File: src/rtl/pll_dri_reconfig_ctrl_if.sv
`timescale 1ns/1ps
// DRI bus between the reconfiguration sequencer (master) and the PLL CCC block (slave).
// ctrl[10:3] = address, ctrl[2] = 0, ctrl[1] = write strobe, ctrl[0] = read strobe.
interface pll_dri_reconfig_ctrl_if;
  logic [10:0] ctrl;
  logic [32:0] wdata;
  logic [32:0] rdata;
  logic        interrupt;

  modport master (
    output ctrl,
    output wdata,
    input  rdata,
    input  interrupt
  );

  modport slave (
    input  ctrl,
    input  wdata,
    output rdata,
    output interrupt
  );
endinterface

File: src/rtl/pll_dri_reconfig_ctrl.sv
`timescale 1ns/1ps
// Run-time PLL retune sequencer: gates OUT0, read-modify-writes DIV0/FB_INT over DRI, pulses
// soft reset, then waits for stable lock. Define PLL_DRI_READBACK_VERIFY_EN for verify reads.
module pll_dri_reconfig_ctrl #(
  parameter logic [7:0]  ADDR_DIV0    = 8'h0B,
  parameter logic [7:0]  ADDR_FB      = 8'h09,
  parameter logic [7:0]  ADDR_SRST    = 8'h00,
  parameter int unsigned ACK_TIMEOUT  = 255,
  parameter int unsigned LOCK_TIMEOUT = 50000,
  parameter int unsigned LOCK_STABLE  = 64
) (
  input  logic                           i_dri_clk,
  input  logic                           i_dri_arst_n,
  input  logic                           i_req,
  input  logic [6:0]                     i_div0_val_in,
  input  logic [11:0]                    i_fb_int_val_in,
  output logic                           o_busy,
  output logic                           o_done,
  output logic                           o_err,
  output logic [1:0]                     o_err_code,
  input  logic                           i_pll_lock_0,
  output logic                           o_pll_out0_en,
  output logic                           o_fabric_reset_n,
  pll_dri_reconfig_ctrl_if.master        dri
);

  typedef enum logic [3:0] {
    ST_IDLE, ST_GATE, ST_RD_DIV, ST_WR_DIV, ST_RB_DIV, ST_RD_FB, ST_WR_FB, ST_RB_FB,
    ST_SRST_SET, ST_SRST_CLR, ST_WAIT_LOCK, ST_DONE, ST_FAIL
  } state_e;

  typedef enum logic [1:0] {
    ERR_NONE = 2'd0, ERR_ACK_TMO = 2'd1, ERR_LOCK_TMO = 2'd2, ERR_VALUE = 2'd3
  } err_e;

  localparam logic [15:0] ACK_TMO  = 16'(ACK_TIMEOUT);
  localparam logic [15:0] LOCK_TMO = 16'(LOCK_TIMEOUT);
  localparam logic [15:0] LOCK_STB = 16'(LOCK_STABLE);

  state_e      r_state, w_state_nxt, w_after_ack;
  err_e        r_err_code, w_err_code_nxt, w_fail_code;
  logic        r_lock_meta, r_lock_sync;
  logic [15:0] r_lock_cnt, w_lock_cnt_nxt;
  logic [15:0] r_tmo, w_tmo_nxt;
  logic [6:0]  r_div0;
  logic [11:0] r_fb;
  logic        w_count_en, w_lock_ok, w_rb_bad, w_entering, w_accept;
  logic        r_busy, r_done, r_err, r_out0_en, r_fabric_reset_n;
  logic        w_busy_nxt, w_fabric_reset_n_nxt;
  logic [10:0] r_ctrl, w_ctrl_nxt;
  logic [32:0] r_wdata, w_wdata_nxt;

  // Lock qualification runs only where a stable lock is meaningful; elsewhere it restarts.
  always_comb begin
    w_count_en     = (r_state == ST_IDLE) || (r_state == ST_WAIT_LOCK) || (r_state == ST_DONE);
    w_lock_cnt_nxt = '0;
    if (w_count_en && r_lock_sync) begin
      w_lock_cnt_nxt = (r_lock_cnt >= LOCK_STB) ? LOCK_STB : r_lock_cnt + 16'd1;
    end
    w_lock_ok = (w_lock_cnt_nxt == LOCK_STB);
  end

  // NOTE: every combinational output gets a default first so no path can infer a latch.
  always_comb begin
    w_state_nxt = r_state;
    w_fail_code = ERR_NONE;
    w_after_ack = r_state;
    w_rb_bad    = 1'b0;

    case (r_state)
      ST_RD_DIV:   w_after_ack = ST_WR_DIV;
`ifdef PLL_DRI_READBACK_VERIFY_EN
      ST_WR_DIV:   w_after_ack = ST_RB_DIV;
      ST_WR_FB:    w_after_ack = ST_RB_FB;
`else
      ST_WR_DIV:   w_after_ack = ST_RD_FB;
      ST_WR_FB:    w_after_ack = ST_SRST_SET;
`endif
      ST_RB_DIV:   w_after_ack = ST_RD_FB;
      ST_RD_FB:    w_after_ack = ST_WR_FB;
      ST_RB_FB:    w_after_ack = ST_SRST_SET;
      ST_SRST_SET: w_after_ack = ST_SRST_CLR;
      ST_SRST_CLR: w_after_ack = ST_WAIT_LOCK;
      default:     w_after_ack = r_state;
    endcase

    if (r_state == ST_RB_DIV) w_rb_bad = (dri.rdata[14:8] != r_div0);
    if (r_state == ST_RB_FB)  w_rb_bad = (dri.rdata[11:0] != r_fb);

    case (r_state)
      ST_IDLE: begin
        if (i_req) begin
          if (i_div0_val_in == 7'd0) begin
            w_state_nxt = ST_FAIL;
            w_fail_code = ERR_VALUE;
          end else begin
            w_state_nxt = ST_GATE;
          end
        end
      end
      ST_GATE: w_state_nxt = ST_RD_DIV;
      ST_RD_DIV, ST_WR_DIV, ST_RB_DIV, ST_RD_FB, ST_WR_FB, ST_RB_FB,
      ST_SRST_SET, ST_SRST_CLR: begin
        // An ack arriving in the same cycle the timeout expires still completes the access.
        if (dri.interrupt) begin
          if (w_rb_bad) begin
            w_state_nxt = ST_FAIL;
            w_fail_code = ERR_VALUE;
          end else begin
            w_state_nxt = w_after_ack;
          end
        end else if (r_tmo >= ACK_TMO) begin
          w_state_nxt = ST_FAIL;
          w_fail_code = ERR_ACK_TMO;
        end
      end
      ST_WAIT_LOCK: begin
        if (w_lock_ok) begin
          w_state_nxt = ST_DONE;
        end else if (r_tmo >= LOCK_TMO) begin
          w_state_nxt = ST_FAIL;
          w_fail_code = ERR_LOCK_TMO;
        end
      end
      ST_DONE, ST_FAIL: w_state_nxt = ST_IDLE;
      default:          w_state_nxt = ST_IDLE;
    endcase
  end

  // Registered outputs are derived from the next state so they align with the state change.
  always_comb begin
    w_entering = (w_state_nxt != r_state);
    w_accept   = (r_state == ST_IDLE) && (w_state_nxt == ST_GATE);
    w_tmo_nxt  = w_entering ? 16'd0 : ((r_tmo == 16'hFFFF) ? r_tmo : r_tmo + 16'd1);

    w_busy_nxt = !((w_state_nxt == ST_IDLE) || (w_state_nxt == ST_DONE) ||
                   (w_state_nxt == ST_FAIL));
    w_fabric_reset_n_nxt = (w_state_nxt == ST_IDLE) && w_lock_ok;

    w_err_code_nxt = r_err_code;
    if (w_accept)                  w_err_code_nxt = ERR_NONE;
    if (w_state_nxt == ST_FAIL)    w_err_code_nxt = w_fail_code;

    w_ctrl_nxt  = '0;
    w_wdata_nxt = r_wdata;
    if (w_entering) begin
      case (w_state_nxt)
        ST_RD_DIV, ST_RB_DIV: w_ctrl_nxt = {ADDR_DIV0, 3'b001};
        ST_RD_FB,  ST_RB_FB:  w_ctrl_nxt = {ADDR_FB,   3'b001};
        ST_WR_DIV: begin
          w_ctrl_nxt  = {ADDR_DIV0, 3'b010};
          w_wdata_nxt = {dri.rdata[32:15], r_div0, dri.rdata[7:0]};
        end
        ST_WR_FB: begin
          w_ctrl_nxt  = {ADDR_FB, 3'b010};
          w_wdata_nxt = {dri.rdata[32:12], r_fb};
        end
        ST_SRST_SET: begin
          w_ctrl_nxt  = {ADDR_SRST, 3'b010};
          w_wdata_nxt = 33'd1;
        end
        ST_SRST_CLR: begin
          w_ctrl_nxt  = {ADDR_SRST, 3'b010};
          w_wdata_nxt = 33'd0;
        end
        default: w_ctrl_nxt = '0;
      endcase
    end
  end

  // NOTE: sequential state uses non-blocking assignments so every flop samples pre-edge values.
  always_ff @(posedge i_dri_clk or negedge i_dri_arst_n) begin
    if (!i_dri_arst_n) begin
      r_state          <= ST_IDLE;
      r_err_code       <= ERR_NONE;
      r_lock_meta      <= 1'b0;
      r_lock_sync      <= 1'b0;
      r_lock_cnt       <= '0;
      r_tmo            <= '0;
      r_div0           <= '0;
      r_fb             <= '0;
      r_busy           <= 1'b0;
      r_done           <= 1'b0;
      r_err            <= 1'b0;
      r_out0_en        <= 1'b1;
      r_fabric_reset_n <= 1'b0;
      r_ctrl           <= '0;
      r_wdata          <= '0;
    end else begin
      r_state          <= w_state_nxt;
      r_err_code       <= w_err_code_nxt;
      r_lock_meta      <= i_pll_lock_0;
      r_lock_sync      <= r_lock_meta;
      r_lock_cnt       <= w_lock_cnt_nxt;
      r_tmo            <= w_tmo_nxt;
      if (w_accept) begin
        r_div0 <= i_div0_val_in;
        r_fb   <= i_fb_int_val_in;
      end
      r_busy           <= w_busy_nxt;
      r_done           <= (w_state_nxt == ST_DONE);
      r_err            <= (w_state_nxt == ST_FAIL);
      r_out0_en        <= !w_busy_nxt;
      r_fabric_reset_n <= w_fabric_reset_n_nxt;
      r_ctrl           <= w_ctrl_nxt;
      r_wdata          <= w_wdata_nxt;
    end
  end

  assign o_busy           = r_busy;
  assign o_done           = r_done;
  assign o_err            = r_err;
  assign o_err_code       = r_err_code;
  assign o_pll_out0_en    = r_out0_en;
  assign o_fabric_reset_n = r_fabric_reset_n;
  assign dri.ctrl         = r_ctrl;
  assign dri.wdata        = r_wdata;

endmodule

File: src/flat_wrapper.sv
// flat-port wrapper written by rule: the top's interface ports become plain ports
module pll_dri_reconfig_ctrl_flat 
#(
  parameter logic [7:0]  ADDR_DIV0    = 8'h0B,
  parameter logic [7:0]  ADDR_FB      = 8'h09,
  parameter logic [7:0]  ADDR_SRST    = 8'h00,
  parameter int unsigned ACK_TIMEOUT  = 255,
  parameter int unsigned LOCK_TIMEOUT = 50000,
  parameter int unsigned LOCK_STABLE  = 64
)
  (i_dri_clk, i_dri_arst_n, i_req, i_div0_val_in, i_fb_int_val_in, o_busy, o_done, o_err, o_err_code, i_pll_lock_0, o_pll_out0_en, o_fabric_reset_n, dri_ctrl, dri_wdata, dri_rdata, dri_interrupt);
  pll_dri_reconfig_ctrl_if dri_i ();
  input  logic i_dri_clk;
  input  logic i_dri_arst_n;
  input  logic i_req;
  input  logic [6:0] i_div0_val_in;
  input  logic [11:0] i_fb_int_val_in;
  output logic o_busy;
  output logic o_done;
  output logic o_err;
  output logic [1:0] o_err_code;
  input  logic i_pll_lock_0;
  output logic o_pll_out0_en;
  output logic o_fabric_reset_n;
  output wire logic [$bits(dri_i.ctrl)-1:0] dri_ctrl;
  output wire logic [$bits(dri_i.wdata)-1:0] dri_wdata;
  input wire logic [$bits(dri_i.rdata)-1:0] dri_rdata;
  input wire logic [$bits(dri_i.interrupt)-1:0] dri_interrupt;
  assign dri_ctrl = dri_i.ctrl;
  assign dri_wdata = dri_i.wdata;
  assign dri_i.rdata = dri_rdata;
  assign dri_i.interrupt = dri_interrupt;
  pll_dri_reconfig_ctrl #(.ADDR_DIV0(ADDR_DIV0), .ADDR_FB(ADDR_FB), .ADDR_SRST(ADDR_SRST), .ACK_TIMEOUT(ACK_TIMEOUT), .LOCK_TIMEOUT(LOCK_TIMEOUT), .LOCK_STABLE(LOCK_STABLE)) u_core (.i_dri_clk(i_dri_clk), .i_dri_arst_n(i_dri_arst_n), .i_req(i_req), .i_div0_val_in(i_div0_val_in), .i_fb_int_val_in(i_fb_int_val_in), .o_busy(o_busy), .o_done(o_done), .o_err(o_err), .o_err_code(o_err_code), .i_pll_lock_0(i_pll_lock_0), .o_pll_out0_en(o_pll_out0_en), .o_fabric_reset_n(o_fabric_reset_n), .dri(dri_i));
endmodule
File: config.mk
export PLATFORM = sky130hd
export DESIGN_NAME = pll_dri_reconfig_ctrl_flat
export DESIGN_NICKNAME = d
export VERILOG_FILES = /design/src/rtl/pll_dri_reconfig_ctrl_if.sv /design/src/rtl/pll_dri_reconfig_ctrl.sv /design/src/flat_wrapper.sv
export SDC_FILE = /design/constraint.sdc
export NUM_CORES = 1
export LEC_CHECK = 0
export CORE_MARGIN = 2
export CORE_UTILIZATION = 45
export DETAILED_ROUTE_END_ITERATION = 10
export PLACE_DENSITY = 0.72
export SETUP_SLACK_MARGIN = 0.05
export SYNTH_ARGS = -nofsm -noshare
export SYNTH_HDL_FRONTEND = slang
export SYNTH_SLANG_ARGS = --single-unit
File: constraint.sdc
create_clock -name i_dri_clk -period 7.2 [get_ports i_dri_clk]
set_input_delay 1.44 -clock i_dri_clk [delete_from_list [all_inputs] [get_ports i_dri_clk]]
set_output_delay 1.44 -clock i_dri_clk [all_outputs]
set_load 0.02 [all_outputs]
==> insert_results.sql <==
INSERT INTO impl_metrics (metric_group, metric, value, unit) VALUES
('cells_and_area', 'antennaDiodeCount', '0', ''),
('clock_tree', 'cts-hold-fix-buffers', '0', ''),
('timing', 'grt_setup_unrepaired', 'false', ''),
('place', 'dp.final_hpwl', '8.47', 'mm'),
('timing', 'finalHoldViolCount', '0', ''),
('power', 'total_power', '2820', 'µW'),
('grt', 'grt_pass1_vias', '4024', ''),
('grt', 'grt_remaining_overflow', '0', ''),
('clock_tree', 'postCtsResizedCells', '0', ''),
('logic_synthesis', 'synth_edf_count', '0', ''),
('timing', 'share_of_the_clock_period_used_by_the_worst_path_after_layout', '70.1', '%'),
('clock_tree', 'count_of_h_tree_levels_built_during_cts', '3', ''),
('worst_setup_path', 'path_cells', 'clkdlybuf4s50_1 > or4_1 > nor4_4 > a41o_1 > nor3_1 > o211ai_2 > a21boi_4 > buf_4 > mux2i_1', ''),
('logic_synthesis', 'netlist_top_cells_area', 'sky130_fd_sc_hd__dfrtp_1 49%, sky130_fd_sc_hd__nand2_1 4.2%, sky130_fd_sc_hd__xnor2_1 4.1%', ''),
('routing', 'postRouteWirelength', '11.6', 'mm'),
('die', 'floorplan.rows', '38', ''),
('timing', 'slew_viol_final', '0', ''),
('clock_tree', 'cts_tree', 'yes', ''),
('worst_setup_path', 'critical_path_cell_count', '9', ''),
('power', 'power_per_cell_area', '430', 'mW/mm²'),
('die', 'initial_util', '46.6', '%'),
('worst_setup_path', 'r2r_end', 'u_core.dri.wdata[26]', ''),
('power', 'leakagePower', '0.00284', 'µW'),
('logic_synthesis', 'yosysSeqAreaShare', '49.4', '%'),
('place', 'post_dp_cell_area', '0.00625', 'mm²'),
('worst_setup_path', 'endpoint_kind', 'flop', ''),
('cells_and_area', 'final_nets', '666', ''),
('grt', 'grt_max_degree', '56', ''),
('outcome', 'run_status', 'finished, final reports clean', ''),
('routing', 'routedWlPerCell', '15.5', 'µm'),
('cells_and_area', 'finalInstanceArea', '0.00656', 'mm²'),
('power', 'ir_worst_vdd', '0.244', 'mV'),
('routing', 'drt-vias-per-instance', '5.27', ''),
('worst_setup_path', 'worst_r2r_path_depth', '10', ''),
('routing', 'dr.pass1.iters', '4', ''),
('clock_tree', 'max-clock-path-buffers', '2', ''),
('clock_tree', 'clock_sink_count', '101', ''),
('logic_synthesis', 'synth_top_cell_by_area', 'sky130_fd_sc_hd__dfrtp_1', ''),
('place', 'placement.io_buffers', '101', ''),
('timing', 'max_freq', '0.198', 'GHz'),
('logic_synthesis', 'post_synth_num_cell_types', '64', ''),
('clock_tree', 'post-cts-setup-buffers', '0', ''),
('grt', 'grt_first_pass_wirelength', '19.3', 'mm'),
('timing', 'setup_total_negative_slack', '0', 'ns'),
('routing', 'drt_first_iter_violations', '184', ''),
('worst_setup_path', 'worstSetupEndpoint', 'u_core.dri.wdata[26]', ''),
('die', 'die-area', '0.0122', 'mm²'),
('cells_and_area', 'share_of_post_route_cells_with_drive_strength_above_1', '9.03', '%'),
('logic_synthesis', 'post_synth_inst_count', '500', ''),
('worst_setup_path', 'combined_buffer_and_inverter_count_along_the_critical_path', '2', ''),
('routing', 'remaining_drc_errors', '0', ''),
('worst_setup_path', 'timing.critical_path.max_delay_family', 'compound AO/OA/AOI/OAI gates', ''),
('timing', 'setup-violations-final', '0', ''),
('timing', 'skew', '0.0113', 'ns'),
('die', 'top_level_ports', '108', ''),
('logic_synthesis', 'yosysWarningCount', '0', ''),
('worst_setup_path', 'timing.critical_path.from_type', 'input port', ''),
('worst_setup_path', 'worst_ep_required_time', '7.47', 'ns'),
('worst_setup_path', 'worstSetupStartpoint', 'i_div0_val_in[2]', ''),
('worst_setup_path', 'worst-setup-path-type', 'input port to flop', ''),
('worst_setup_path', 'ff2ff_setup_slack', '3.08', 'ns'),
('die', 'die_height', '111', 'µm'),
('logic_synthesis', 'yosys_register_bits', '101', ''),
('worst_setup_path', 'critical-path-max-stage-delay', '0.72', 'ns'),
('cells_and_area', 'area_delta_synth_final', '28.1', '%'),
('worst_setup_path', 'startpoint_of_the_worst_register_to_register_path', 'u_core.r_lock_cnt[0]', ''),
('logic_synthesis', 'asyncSetResetFlopFracSynth', '100', '%'),
('timing', 'timing.slew.headroom', '47.3', '%'),
('worst_setup_path', 'max_stage_delay_cell_worst_path', 'sky130_fd_sc_hd__a21boi_4', ''),
('clock_tree', 'cts_buffer_count', '9', ''),
('timing', 'period_minus_slack', '5.05', 'ns');
flip-flops by register name, indices dropped and copies added (netlist names), 2 cells and up:
name               flops
u_core.r_state         4
u_core.dri.ctrl        4
u_core.o_err_code      2
u_core.dri.wdata      33
u_core.r_div0          7
u_core.r_fb           12
u_core.r_tmo          16
u_core.r_lock_cnt     16
cell type report:
| class | instances | area, µm² | area share [%] |
|---|---|---|---|
| flip-flops and latches | 101 | 2530 | 38.6 |
| multi-input cells | 342 | 2330 | 35.6 |
| repair buffers | 106 | 1050 | 16.0 |
| clock buffers | 9 | 225 | 3.43 |
| well taps | 140 | 175 | 2.67 |
| inverters | 45 | 169 | 2.58 |
| clock inverters | 6 | 78.8 | 1.20 |
how the worst min path moves through the flow:
stage | from | to | slack, ns | cells past startpoint
floorplan | u_core.r_lock_meta | u_core.r_lock_sync | 0.33 | 0
global placement | u_core.r_lock_meta | u_core.r_lock_sync | 0.34 | 0
detailed placement | u_core.r_lock_meta | u_core.r_lock_sync | 0.34 | 0
CTS | u_core.r_lock_meta | u_core.r_lock_sync | 0.35 | 0
global route | u_core.r_lock_meta | u_core.r_lock_sync | 0.37 | 0
finish | u_core.r_lock_meta | u_core.r_lock_sync | 0.35 | 0
power breakdown:
part,leakage (µW),internal [µW],total [µW],switching (µW)
clock network,0.000150,275,498,223
registers,0.00127,768,915,147
logic,0.00142,647,1410,760
cells in the final DEF, fill, tap and decap left out, drive strengths merged, types with 3 or more instances in the layout:
cell	synthesis	layout
a211oi	5	5
a21oi	11	11
a31oi	3	3
and2	4	4
and3	5	5
and4	3	3
buf	15	6
clkbuf	11	9
clkdlybuf4s50	0	100
conb	1	15
dfrtp	100	100
ha	4	4
inv	45	48
mux2	26	26
mux2i	20	20
nand2	58	58
nand2b	5	5
nand3	13	13
nand4	10	10
nor2	39	39
nor3	6	6
nor4	7	7
o211ai	5	5
o21a	4	4
o21ai	17	17
o31ai	15	15
xnor2	24	24
xor2	13	13
metrics by stage:
step / util (%) / cells / setup WS, ns / hold WS [ns]
final: 59.7 / 749 / 2.16 / 0.351
after detailed placement: 56.9 / 734 / 1.76 / 0.338
after global routing: 59.7 / 749 / 1.91 / 0.370
after floorplan: - / 514 / 3.29 / 0.331
after CTS: 59.7 / 749 / 2.15 / 0.354
after global placement: 56.9 / 734 / 1.96 / 0.339
logic make-up after synthesis:
group                      count (synthesis)  share of synthesized area (%)
xor gates and xnor gates                  37                           6.33
adders and majority gates                  4                          0.978
AOI/OAI and AO/OA                         78                           11.5
and+or+nand+nor                          162                           15.8
DFF                                      101                           49.4
muxes                                     46                           9.63
other                                      1                         0.0732
buffers and inverters                     71                           6.28
per-layer routing:
layer	vias up	track usage (%)	wire length (µm)
li1	1898	-	-
met3	16	7.11	876
met5	-	0	0
met2	113	32.6	5550
met1	1920	23.1	5050
met4	0	5.75	167
(Power assumes the default switching activity.)
